--- src/rtl/mbc_dance_seq_pkg.sv ---
// Shared types and default constants for the MBC boot-handshake ("dance") sequencer.
package mbc_dance_seq_pkg;

    typedef enum logic [1:0] {
        ST_IDLE = 2'd0,
        ST_RUN  = 2'd1,
        ST_DONE = 2'd2
    } dance_state_t;

    localparam int          DEF_PATTERN_LEN  = 21;
    localparam logic [20:0] DEF_PATTERN      = 21'h28A07;
    localparam logic [7:0]  DEF_TRIG_LO      = 8'h05;
    localparam logic [7:0]  DEF_TRIG_LO_MASK = 8'h0F;
    localparam logic [3:0]  DEF_TRIG_HI      = 4'hA;

    // Counter width for a count range of n values; never narrower than one bit.
    function automatic int cnt_w(input int n);
        return (n > 1) ? $clog2(n) : 1;
    endfunction

endpackage

--- src/rtl/mbc_dance_seq.sv ---
// Serial boot-handshake generator: waits for a trigger address, then shifts
// PATTERN out on MBC (LSB first, BIT_CYCLES clocks per bit) and reports Busy/Done.
module mbc_dance_seq
    import mbc_dance_seq_pkg::*;
#(
    parameter int                     PATTERN_LEN  = DEF_PATTERN_LEN,
    parameter logic [PATTERN_LEN-1:0] PATTERN      = DEF_PATTERN,
    parameter logic                   IDLE_LEVEL   = 1'b1,
    parameter int                     BIT_CYCLES   = 1,
    parameter logic [7:0]             TRIG_LO      = DEF_TRIG_LO,
    parameter logic [7:0]             TRIG_LO_MASK = DEF_TRIG_LO_MASK,
    parameter logic [3:0]             TRIG_HI      = DEF_TRIG_HI,
    parameter bit                     ONE_SHOT     = 1'b1
) (
    input  logic       SClk,
    input  logic       nReset,
    input  logic [7:0] AddrLo,
    input  logic [3:0] AddrHi,
    input  logic       Enable,
    output logic       MBC,
    output logic       Busy,
    output logic       Done
);

    localparam int BW = cnt_w(PATTERN_LEN);
    localparam int CW = cnt_w(BIT_CYCLES);
    localparam int PW = 1 << BW;

    localparam logic [BW-1:0] BIT_LAST = BW'(PATTERN_LEN - 1);
    localparam logic [CW-1:0] CYC_LAST = CW'(BIT_CYCLES - 1);
    // Padded to the full index range so any bit-counter value selects safely.
    localparam logic [PW-1:0] PAT_EXT  = PW'(PATTERN);

    dance_state_t  state, state_nxt;
    logic [BW-1:0] bit_cnt, bit_nxt;
    logic [CW-1:0] cyc_cnt, cyc_nxt;
    logic          mbc_nxt, busy_nxt, done_nxt;
    logic          trig;

    assign trig = ((AddrLo & TRIG_LO_MASK) == (TRIG_LO & TRIG_LO_MASK))
                  && (AddrHi == TRIG_HI) && Enable;

    always_comb begin
        state_nxt = state;
        bit_nxt   = bit_cnt;
        cyc_nxt   = cyc_cnt;
        mbc_nxt   = IDLE_LEVEL;
        busy_nxt  = 1'b0;
        done_nxt  = 1'b0;
        case (state)
            ST_IDLE: begin
                if (trig) begin
                    state_nxt = ST_RUN;
                    bit_nxt   = '0;
                    cyc_nxt   = '0;
                    mbc_nxt   = PAT_EXT[0];
                    busy_nxt  = 1'b1;
                end
            end
            ST_RUN: begin
                if (cyc_cnt == CYC_LAST) begin
                    cyc_nxt = '0;
                    if (bit_cnt == BIT_LAST) begin
                        state_nxt = ST_DONE;
                        bit_nxt   = '0;
                        done_nxt  = 1'b1;
                    end else begin
                        bit_nxt  = bit_cnt + 1'b1;
                        mbc_nxt  = PAT_EXT[bit_nxt];
                        busy_nxt = 1'b1;
                    end
                end else begin
                    cyc_nxt  = cyc_cnt + 1'b1;
                    mbc_nxt  = PAT_EXT[bit_cnt];
                    busy_nxt = 1'b1;
                end
            end
            ST_DONE: begin
                // One-shot parts park here until reset; re-armable parts pulse Done once.
                if (ONE_SHOT) begin
                    done_nxt = 1'b1;
                end else begin
                    state_nxt = ST_IDLE;
                end
            end
            default: begin
                state_nxt = ST_IDLE;
            end
        endcase
    end

    always_ff @(posedge SClk or negedge nReset) begin
        if (!nReset) begin
            state   <= ST_IDLE;
            bit_cnt <= '0;
            cyc_cnt <= '0;
            MBC     <= IDLE_LEVEL;
            Busy    <= 1'b0;
            Done    <= 1'b0;
        end else begin
            state   <= state_nxt;
            bit_cnt <= bit_nxt;
            cyc_cnt <= cyc_nxt;
            MBC     <= mbc_nxt;
            Busy    <= busy_nxt;
            Done    <= done_nxt;
        end
    end

endmodule
--- config.mk ---
export PLATFORM = sky130hd
export DESIGN_NAME = mbc_dance_seq
export DESIGN_NICKNAME = d
export VERILOG_FILES = /design/src/rtl/mbc_dance_seq_pkg.sv /design/src/rtl/mbc_dance_seq.sv
export SDC_FILE = /design/constraint.sdc
export NUM_CORES = 1
export LEC_CHECK = 0
export BUFFER_PORTS_ARGS = -buffer_cell sky130_fd_sc_hd__buf_2
export CORE_AREA = 2 2 45 47
export DETAILED_ROUTE_END_ITERATION = 7
export DIE_AREA = 0 0 47 49
export GPL_TIMING_DRIVEN = 1
export PLACE_DENSITY_LB_ADDON = 0.12
export SLEW_MARGIN = 20
export SYNTH_ARGS = -nofsm -noshare
export SYNTH_HDL_FRONTEND = slang
export SYNTH_SLANG_ARGS = --single-unit
--- constraint.sdc ---
create_clock -name SClk -period 4 [get_ports SClk]
set_input_delay 0.2 -clock SClk [delete_from_list [all_inputs] [get_ports SClk]]
set_output_delay 0.2 -clock SClk [all_outputs]
set_load 0.01 [all_outputs]
# Word level (Yosys, flattened, before mapping)
# Memory sizes are Yosys's and may differ from the RTL's.
# Index checks and enable logic that the tools add are counted.
# totals
register_bits,11
in_bits,15
n_memories,2
romBits,64
word_cells,51
# mem_list
name,words,width,read_ports,rd_clocked_by_memory_dff,wr,line,text
(name not given),32,1,1,0,0,mbc_dance_seq.sv:74,mbc_nxt = PAT_EXT[bit_cnt];
(name not given),32,1,1,0,0,mbc_dance_seq.sv:69,mbc_nxt = PAT_EXT[bit_nxt];
# classes
n_addsub,2
eq_ne,8
bitwise,1
order_cmp,2
reduce_logical,7
n_mux,23
# ops
op,count
$mux 5,3
$lt 5x6->1 const B,2
$mux 1,12
$pmux 5 s2,1
$mux 2,3
$ne 2x2->1 const B,3
$pmux 1 s2,3
$pmux 2 s3,1
$add 5x1->5 const B,1
$eq 5x5->1 const B,1
$eq 4x3->1 const B,1
$eq 4x4->1 const B,1
$reduce_and 4->1,1
$reduce_and 3->1,1
$eq 2x1->1 const B,1
$eq 2x2->1 const B,1
$logic_and 1x1->1,2
$logic_not 2->1,1
$reduce_and 2->1,1
$reduce_bool 2->1,1
$add 1x1->1 const B,1
$not 1->1,1

# Longest topological paths before layout
# Gate-level depths: netlist (run 1).
# depth
word_depth,6
ltp_mapped,7
depth_no_buf,6

# Worst setup path after synthesis (run 1)
# No wires, ideal clock.
# synth_path
path_kind,reg2reg
startpoint,reg state[0]
endpoint,reg state[0]
synth_period_minus_slack_ns,1.872
path_stages_with_launch,7
path_slack_ns,2.128
setup_ns,0.125
required_ns,3.875
arrival_ns,1.747
cell_sequence,dfrtp_1 -> inv_1 -> ha_1 -> nand4bb_1 -> or3_1 -> a211o_2 -> mux2_4
# synth_between
elab_chain_len,3
word_cells_on_any_way,9
# synth_lines
item,line,text
start: declaration,mbc_dance_seq.sv:34,"dance_state_t state, state_nxt;"
start signal: assignment,mbc_dance_seq.sv:101,state <= state_nxt;
"$eq 2x1->1, or another cell as far along",mbc_dance_seq.sv:50,case (state)
$ne 2x2->1 (no source line) / $not 1->1 (equally long branches),n/a,
$reduce_and 4->1 (no source line),n/a,
# Parallel ways exist; a longest one is shown, timed or not.
# A chain may end at the register's enable or synchronous reset.

# Final worst setup path (run 1)
# layout_path
startpoint,reg bit_cnt[1]
endpoint,reg MBC
# layout_between
elab_chain_len,6
word_cells_on_any_way,9
# layout_lines
item,line,text
start: declaration,mbc_dance_seq.sv:35,"logic [BW-1:0] bit_cnt, bit_nxt;"
start signal: assignment,mbc_dance_seq.sv:102,bit_cnt <= bit_nxt;
$add 5x1->5,mbc_dance_seq.sv:68,bit_nxt = bit_cnt + 1'b1;
$mem_v2 32x1,n/a,
$mux 1 (not written as such),mbc_dance_seq.sv:69,
$mux 1,mbc_dance_seq.sv:63,if (bit_cnt == BIT_LAST) begin
$mux 1 *,mbc_dance_seq.sv:61,if (cyc_cnt == CYC_LAST) begin
$mux 1 *,n/a,
named net mbc_nxt,mbc_dance_seq.sv:37,"logic mbc_nxt, busy_nxt, done_nxt;"
end signal: assignment,mbc_dance_seq.sv:104,MBC <= mbc_nxt;
end: declaration,mbc_dance_seq.sv:20,"output logic MBC,"
# The timed path passes the listed nets; every way through them passes the cells marked *. The select of a mux whose other input is x is not followed.

==> results of run 1 <==
-- critical path: stages (launching register included) --
cell and delay, ps:
dfrtp_1 540, ha_1 390, nand2_1 110, a2111oi_1 430, a211oi_1 90, a2111o_1 430
-- cell type report --
type	count	area, um2
Sequential cell	10	251
Clock buffer	4	36.3
Multi-Input combinational cell	59	465
Fill cell	198	946
Tap cell	27	33.8
Timing Repair Buffer	14	75.1
Inverter	9	33.8
-- metal layers --
layer | up-vias | global-route usage [%] | wire, um
li1 | 327 | - | -
met1 | 307 | 20.8 | 690
met2 | 17 | 23.3 | 836
met3 | 2 | 5.56 | 64
met4 | 0 | 4.17 | 12
met5 | - | 0 | 0
-- sequential cells by signal, summed over array words and instances, names as in the netlist --
name     flops
Done         1
Busy         1
bit_cnt      5
state        2
MBC          1
-- per-stage QoR --
step | cell area, um2 | setup WS, ps | instances | power, mW
after global placement | 850 | 1990 | 118 | 0.112
after floorplan | 783 | 2130 | 82 | 0.105
after detailed placement | 850 | 1960 | 118 | 0.113
final | 896 | 1930 | 123 | 0.203
after global routing | 896 | 1780 | 123 | 0.211
after CTS | 896 | 1950 | 123 | 0.205
-- placed cells by master, fill, tap and decap left out, drive strengths merged, types with 2 or more instances in the layout --
master and count:
nand2b 2, nand4bb 2, nor2 2, a211oi 2, clkbuf 4, o21ai 6, mux2i 2, nor3 2
nand3 4, inv 9, nand2 6, and2 2, nand4b 2, a21oi 3, ha 8, a2111oi 2
dfrtp 9, buf 13
-- power groups by stage --
stage / clock (mW) / combinational [mW] / sequential [mW]
floorplan: 0 / 0.00226 / 0.103
global placement: 0 / 0.00945 / 0.103
detailed placement: 0 / 0.0101 / 0.103
CTS: 0.0933 / 0.0108 / 0.101
global route: 0.0989 / 0.0116 / 0.101
finish: 0.0911 / 0.0106 / 0.101
-- how the worst max path moves through the flow --
stage                     cells past startpoint                     end  slack (ps)              startpoint
after floorplan                               6    state[0]$_DFFE_PN0P_        2130    state[0]$_DFFE_PN0P_
after global routing                          5           MBC$_DFF_PN1_        1780  bit_cnt[1]$_DFFE_PN0P_
final                                         5           MBC$_DFF_PN1_        1930  bit_cnt[1]$_DFFE_PN0P_
after CTS                                     5  bit_cnt[4]$_DFFE_PN0P_        1950  bit_cnt[1]$_DFFE_PN0P_
after global placement                        5           MBC$_DFF_PN1_        1990  bit_cnt[1]$_DFFE_PN0P_
after detailed placement                      5  bit_cnt[4]$_DFFE_PN0P_        1960  bit_cnt[1]$_DFFE_PN0P_
-- logic make-up (layout without fill, tap and decap cells) --
| kind of cell | Yosys count | in the layout | share of synthesized area (%) |
|---|---|---|---|
| AOI/OAI and AO/OA | 23 | 23 | 21.2 |
| muxes | 3 | 3 | 4.47 |
| buffers and inverters | 13 | 27 | 8.47 |
| adders and majority gates | 8 | 8 | 12.8 |
| and+or+nand+nor | 25 | 25 | 20.9 |
| DFF | 10 | 10 | 32.1 |
==> results.cfg, run 1 <==
[timing]
fin_worst_hold_slack_ps = 311
fin_skew_ps = 0.700
layout_min_cycle_time_ps = 2070
period_share_pct = 51.8
tns_ps = 0
worst_slew_margin_rel_pct = 70.0
setup_viol_count_final = 0
worst_pin_slew_ps = 446
final-hold-violation-count = 0
fmax_ghz = 0.483
rsz0062_at_grt = false
maxSlewViolCount = 0

[routing]
routedWlPerCell_um = 13.0
antenna_violating_nets_left = 0
drc = 0
drt_pre_antenna_iters = 4
dr.first_iter.drc_count = 17
avgViaCountPerCell = 5.31
drt-total-wl_um = 1600
dr_total_vias = 653

[layout]
fin_util_pct = 48.6
final_layout_size_suffix_gt1_share_pct = 22.9
synthToLayoutAreaGrowth_pct = 14.4
final_net_count = 120
antenna_cells_inserted = 0

[global_route]
first_global_vias = 569
grt-ovfl-total = 0
grt_antenna_before_repair = 0
grt_start_max_net_pins = 11
groute.usage.overall_pct = 15.5
grt_first_pass_wirelength_um = 2550

[power]
power.switching_mw = 0.0406
power.sequential.fraction_pct = 49.9
combinationalPowerShare_pct = 5.2
leakage_nw = 0.436
switching_share_pct = 20.0
internal_power_mw = 0.162
power.density_nw_per_um2 = 226
power.share.clock_pct = 44.9
ir_worst_vdd_mv = 0.172

[synthesis]
asyncSetResetFlopFracSynth_pct = 100
synth_top_cells_by_area = dfrtp_1 29%, ha_1 13%, inv_1 4.3%
postSynth.topFlopCell = dfrtp_1
yosys_register_bits = 10
ys_seq_area_share_pct = 32.1
synth-edff-count = 0
mappedNetlistNets = 105
synth-warning-count = 0
avgSynthCellArea_um2 = 9.55
synth_common_cells = 9 x dfrtp_1, 9 x inv_1, 8 x ha_1, 6 x nand2_1, 6 x o21ai_0
synthesis.instances = 82
synth.lib_cells_used.distinct = 35
mappedNetlistArea_um2 = 783
synth_largest_type_area_fraction_pct = 28.8
yosysTopAreaCell = dfrtp_1

[clock_tree]
cts_root_buf = clkbuf_4
cts_inserted_buffers = 3
post_cts_resize_count = 0
worst_setup_hold_path_clk_slew_ps = 70
tritoncts = yes
cts_hold_buffers = 1
clock_insertion_delay_worst_skew_ps = 270
clock_tree.htree_level_count = 1
cts_setup_buffers = 0
cts_sinks = 10
clock_tree.buffer_depth = 2

[hold_path]
hold_path_class = in2async

[placed_design]
place_congestion = 0.731
detail_placement_hpwl_um = 1260
port_buffers = 13

[worst_setup_path]
r2r_cells = 5
ff2ff_setup_slack_ps = 1930
cp_data_arrival_time_ps = 2260
timing.critical_path.to_type = flip-flop
worst_setup_path_category = reg2reg
required_ps = 4190
worstPathMaxFanout = 10
regToRegStartpoint = bit_cnt[1]$_DFFE_PN0P_
startpoint_type = flip-flop
r2r-end = MBC$_DFF_PN1_

[run_status]
status = finished, final reports clean

[floorplan]
row_count = 16
pin_count = 18
floorplan.die.width_um = 47
initial_core_util_pct = 42.5
core_outline_area_um2 = 1840
die-area_um2 = 2300
fp.dieH_um = 49

[job]
timing.max_cap.violations = 0
(Power assumes the default switching activity.)
==> run 2: changes to the inputs <==
==> constraint.sdc (replaced) <==
create_clock -name SClk -period 1.9 [get_ports SClk]
set_input_delay 0.095 -clock SClk [delete_from_list [all_inputs] [get_ports SClk]]
set_output_delay 0.095 -clock SClk [all_outputs]
set_load 0.01 [all_outputs]
==> run 2 against run 1 <==
Compared with the run above:
- count of clock-buffer cells in the layout stayed put
- final cell count is 15% higher
- global-route usage is 3.3 points higher
- critical path depth is 1 higher
- setup slack worse by 1900 ps
- combinational power is 110% higher
- clock power is 110% higher
- critical endpoint is now state[0]$_DFFE_PN0P_
- largest power group unchanged
==> results.cfg, run 2 (synthesis gave the netlist of run 1 again) <==
[global_route]
grt_first_pass_wirelength_um = 3090
groute.usage.overall_pct = 18.8
first_global_vias = 707
grt_start_max_net_pins = 11
grt-ovfl-total = 0
grt_antenna_before_repair = 0

[floorplan]
core_outline_area_um2 = 1840
fp.dieH_um = 49
initial_core_util_pct = 42.5
die-area_um2 = 2300
floorplan.die.width_um = 47
row_count = 16
pin_count = 18

[hold_path]
hold_path_class = in2async

[clock_tree]
clock_tree.buffer_depth = 2
tritoncts = yes
clock_tree.htree_level_count = 1
clock_insertion_delay_worst_skew_ps = 270
cts_inserted_buffers = 3
cts_root_buf = clkbuf_4
cts_sinks = 10
worst_setup_hold_path_clk_slew_ps = 70

[worst_setup_path]
required_ps = 2060
worstPathCellList = buf_4, buf_4, ha_1, and2_1, a211o_4, mux2_4
cp_common_cell = buf_4
timing.critical_path.slowest_stage_cell = dfrtp_1
startpoint_type = flip-flop
worstPathMaxFanout = 6
r2r-end = state[0]$_DFFE_PN0P_
ff2ff_setup_slack_ps = 30
worst_setup_path_category = reg2reg
timing.critical_path.to_type = flip-flop
cp_slowest_stage_delay_ps = 390
cp_data_arrival_time_ps = 2030
regToRegStartpoint = state[0]$_DFFE_PN0P_
r2r_cells = 6

[layout]
finish.cell_count_without_fillers = 141
fin_util_pct = 57.7
final_design_area_no_fill_um2 = 1060
synthToLayoutAreaGrowth_pct = 35.8
biggestRegsByFlops = bit_cnt: 5 flops, state: 2 flops
largest_reg_by_ff_count = bit_cnt
antenna_cells_inserted = 0
mostFrequentLayoutCells = 18 x buf_4, 13 x buf_2, 8 x dfrtp_1
largest_reg_flops = 5
final_layout_size_suffix_gt1_share_pct = 40.4
seq_area_um2 = 253
fill_cells = 190
multi_input_area_um2 = 497
layout.cells.most_common = buf_4
final_net_count = 138

[timing]
fmax_ghz = 0.534
period_share_pct = 98.6
fin_skew_ps = 2.70
layout_min_cycle_time_ps = 1870
rsz0062_at_grt = true
maxSlewViolCount = 0
worst_pin_slew_ps = 333
final-hold-violation-count = 0
setup_viol_count_final = 0
worst_slew_margin_rel_pct = 77.8

[power]
power.density_nw_per_um2 = 403
total_power_mw = 0.428
ir_worst_vdd_mv = 0.594
leakage_nw = 0.522

[routing]
dr.first_iter.drc_count = 8
antenna_violating_nets_left = 0
dr_total_vias = 721
drc = 0
drt_pre_antenna_iters = 4
routedWlPerCell_um = 12.4
avgViaCountPerCell = 5.11
drt-total-wl_um = 1750

[placed_design]
place_area_um2 = 955
numPlacedInstances = 132
port_buffers = 13
detail_placement_hpwl_um = 1360
place_congestion = 0.751

[job]
timing.max_cap.violations = 0

[run_status]
status = finished, final reports clean
[run 2: worst max-delay path, delay by kind of cell (launching register included)]
kind	cells	cell delay, ps
multiplexers	1	290
AND/OR/NAND/NOR	1	200
flip-flops	1	390
adder cells (fa/ha/maj)	1	290
AO/OA/AOI/OAI	1	320
buffers and inverters	2	260
[run 2: area by class of cell]
cell class              instances  area share [%]
clock buffers                   4            3.41
inverters                       9            3.18
multi-input cells              59            46.7
flip-flops and latches         10            23.8
well taps                      27            3.18
repair buffers                 32            19.8
[run 2: report_power, final]
group / switching [mW] / leakage [nW] / internal [mW]
Combinational: 0.0100 / 0.396 / 0.0122
Clock: 0.0766 / 0.0210 / 0.117
Sequential: 0 / 0.105 / 0.213
[run 2: worst max path at each step]
stage                                 to  cells past startpoint  slack, ps                 start
detailed placement  state[0]$_DFFE_PN0P_                      6        -40  state[0]$_DFFE_PN0P_
finish              state[0]$_DFFE_PN0P_                      6         30  state[0]$_DFFE_PN0P_
global route        state[0]$_DFFE_PN0P_                      6         -2  state[1]$_DFFE_PN0P_
floorplan           state[0]$_DFFE_PN0P_                      6         30  state[0]$_DFFE_PN0P_
global placement    state[0]$_DFFE_PN0P_                      6          7  state[0]$_DFFE_PN0P_
CTS                 state[0]$_DFFE_PN0P_                      6         10  state[1]$_DFFE_PN0P_
[run 2: routing by layer]
metal | part of all wire, % | global-route usage (%) | wire length (um) | vias up
met2 | 51 | 31.1 | 896 | 13
li1 | - | - | - | 363
met4 | 0.69 | 5.56 | 12 | 0
met3 | 3.0 | 6.67 | 53 | 2
met5 | 0 | 0 | 0 | -
met1 | 45 | 22.2 | 787 | 343
[run 2: stage by stage]
| step | hold slack, ps | worst slack (ps) | TNS (ps) |
|---|---|---|---|
| 6_report | 210 | 27.2 | 0 |
| 5_1_grt | 211 | -2.47 | -2.47 |
| 4_1_cts | 192 | 13.1 | 0 |
| 3_5_place_dp | -40.4 | -36.5 | -36.5 |
| 3_3_place_gp | -46.0 | 7.03 | 0 |
| 2_1_floorplan | -201 | 27.9 | 0 |
[run 2: repair_timing]
| item | in CTS | in global routing |
|---|---|---|
| pin swaps | 4 | 1 |
| cloned | 0 | 0 |
| setup endpoints to repair | 1 | 4 |
| buffers inserted | 2 | 2 |
| hold buffers | 1 | 0 |
| gates resized for setup | 6 | 3 |
| hold endpoints to repair | 10 | 0 |
==> run 3: changes to the inputs <==
--- a/config.mk
+++ b/config.mk
@@ -15,3 +15,4 @@
 export SYNTH_ARGS = -nofsm -noshare
 export SYNTH_HDL_FRONTEND = slang
 export SYNTH_SLANG_ARGS = --single-unit
+export TNS_END_PERCENT = 100
==> constraint.sdc (replaced) <==
create_clock -name SClk -period 1.9 [get_ports SClk]
set_input_delay 0.19 -clock SClk [delete_from_list [all_inputs] [get_ports SClk]]
set_output_delay 0.19 -clock SClk [all_outputs]
set_load 0.01 [all_outputs]
==> run 3 against run 2 <==
Compared with the run above:
- register-to-register slack barely moved
- flip-flop and latch count did not move
- critical path depth unchanged
- power is 1.1% lower
- via count shrank 2.1%
- sequential share of layout area is 0.056 points higher
- sequential power about the same
- setup slack worse by 9.8 ps
- non-clock buffer count down 2
- die area did not move
- final cell count is 1.4% lower
- cell area is 0.24% lower
==> results.cfg, run 3 (synthesis gave the netlist of run 1 again) <==
[power]
ir_worst_vdd_mv = 0.590
total_power_mw = 0.424
leakage_nw = 0.512
power.density_nw_per_um2 = 399

[floorplan]
pin_count = 18
fp.dieH_um = 49
floorplan.die.width_um = 47
row_count = 16
core_outline_area_um2 = 1840
die-area_um2 = 2300
initial_core_util_pct = 42.5

[worst_setup_path]
cp_data_arrival_time_ps = 2040
ff2ff_setup_slack_ps = 20
worst_setup_path_category = reg2reg
regToRegStartpoint = state[1]$_DFFE_PN0P_
timing.critical_path.slowest_stage_cell = dfrtp_1
cp_slowest_stage_delay_ps = 400
worstPathMaxFanout = 2
required_ps = 2050
startpoint_type = flip-flop
worstPathCellList = inv_2, ha_4, nand4bb_1, or3_4, a211o_4, mux2_4
r2r-end = state[0]$_DFFE_PN0P_
r2r_cells = 6
timing.critical_path.to_type = flip-flop

[timing]
layout_setup_ws_ps = 17.4
period_share_pct = 99.1
rsz0062_at_grt = true
fmax_ghz = 0.531
fin_worst_hold_slack_ps = 313
final-hold-violation-count = 0
setup_viol_count_final = 0
worst_slew_margin_rel_pct = 78.8
fin_skew_ps = 2.59
layout_min_cycle_time_ps = 1880
maxSlewViolCount = 0
worst_pin_slew_ps = 317

[layout]
synthToLayoutAreaGrowth_pct = 35.5
layout.cells.most_common = buf_4
finish.cell_count_without_fillers = 139
final_net_count = 136
biggestRegsByFlops = bit_cnt: 5 flops, state: 2 flops
largest_reg_by_ff_count = bit_cnt
largest_reg_flops = 5
fill_cells = 183
antenna_cells_inserted = 0
fin_util_pct = 57.6
mostFrequentLayoutCells = 16 x buf_4, 13 x buf_2, 8 x dfrtp_1
final_layout_size_suffix_gt1_share_pct = 39.3

[routing]
routedWlPerCell_um = 12.2
drt_pre_antenna_iters = 3
avgViaCountPerCell = 5.08
antenna_violating_nets_left = 0
drc = 0
dr_total_vias = 706
drt-total-wl_um = 1690
dr.first_iter.drc_count = 4

[placed_design]
post-place-ws_ps = -29.5
numPlacedInstances = 132
port_buffers = 13
detail_placement_hpwl_um = 1310
place_congestion = 0.751

[hold_path]
hold_path_class = in2async

[run_status]
status = finished, final reports clean

[clock_tree]
clock_tree.htree_level_count = 1
tritoncts = yes
cts_root_buf = clkbuf_4
worst_setup_hold_path_clk_slew_ps = 60
clock_tree.buffer_depth = 2
clock_insertion_delay_worst_skew_ps = 270
cts_sinks = 10
cts_inserted_buffers = 3

[global_route]
grt_first_pass_wirelength_um = 2930
gr-usage-met3_pct = 6.67
grt-ovfl-total = 0
grt_antenna_before_repair = 0
first_global_vias = 702
grt_util_met2_pct = 29.2
groute.usage.overall_pct = 17.8
met1_usage_pct = 20.6
grt_busiest_layer = met2
grt_start_max_net_pins = 11

[job]
timing.max_cap.violations = 0
[run 3: cell count changes in the layout (fill, tap and decap cells not counted), sizes merged]
cell and change:
buf -2
[run 3: power by group]
part | switching (mW) | total, mW | internal (mW)
clock network | 0.0720 | 0.188 | 0.116
registers | 0 | 0.213 | 0.213
logic | 0.0101 | 0.0223 | 0.0122
[run 3: critical path, delay by kind of cell, from the launching register on]
family / cells / cell delay (ps)
mux: 1 / 290
compound gates: 1 / 330
flops: 1 / 400
fa+ha+maj: 1 / 140
buf+inv: 1 / 90
simple gates: 2 / 520
[run 3: final cells by class]
type,count,area (um2),share of cell area (%)
repair buffers,30,195,18.4
flip-flops and latches,10,253,23.8
clock buffers,4,36.3,3.42
multi-input cells,59,509,48.0
inverters,9,33.8,3.18
well taps,27,33.8,3.18
[run 3: metrics by stage]
step	setup TNS, ps	area (um2)
6_report	0	1060
5_1_grt	-36.8	1060
4_1_cts	0	1030
3_5_place_dp	-29.5	955
3_3_place_gp	0	955
2_1_floorplan	0	783
[run 3: worst max-delay path by stage]
stage	startpoint	endpoint	slack, ps
after floorplan	state[0]$_DFFE_PN0P_	state[0]$_DFFE_PN0P_	30
after global placement	state[0]$_DFFE_PN0P_	state[0]$_DFFE_PN0P_	5
after detailed placement	state[1]$_DFFE_PN0P_	state[0]$_DFFE_PN0P_	-30
after CTS	bit_cnt[1]$_DFFE_PN0P_	MBC$_DFF_PN1_	6
after global routing	state[1]$_DFFE_PN0P_	state[0]$_DFFE_PN0P_	-40
final	state[1]$_DFFE_PN0P_	state[0]$_DFFE_PN0P_	20
[run 3: metal layers]
metal	vias up	wire [um]
met2	12	874
met4	0	34
li1	360	-
met3	4	58
met5	-	0
met1	330	722
[run 3: what timing repair did]
item | in CTS | in global routing
pin swaps | 1 | 3
endpoints found under the setup margin | 1 | 2
endpoints found under the hold margin | 10 | 0
buffers inserted | 2 | 0
hold buffers | 1 | 0
gates resized for setup | 5 | 5
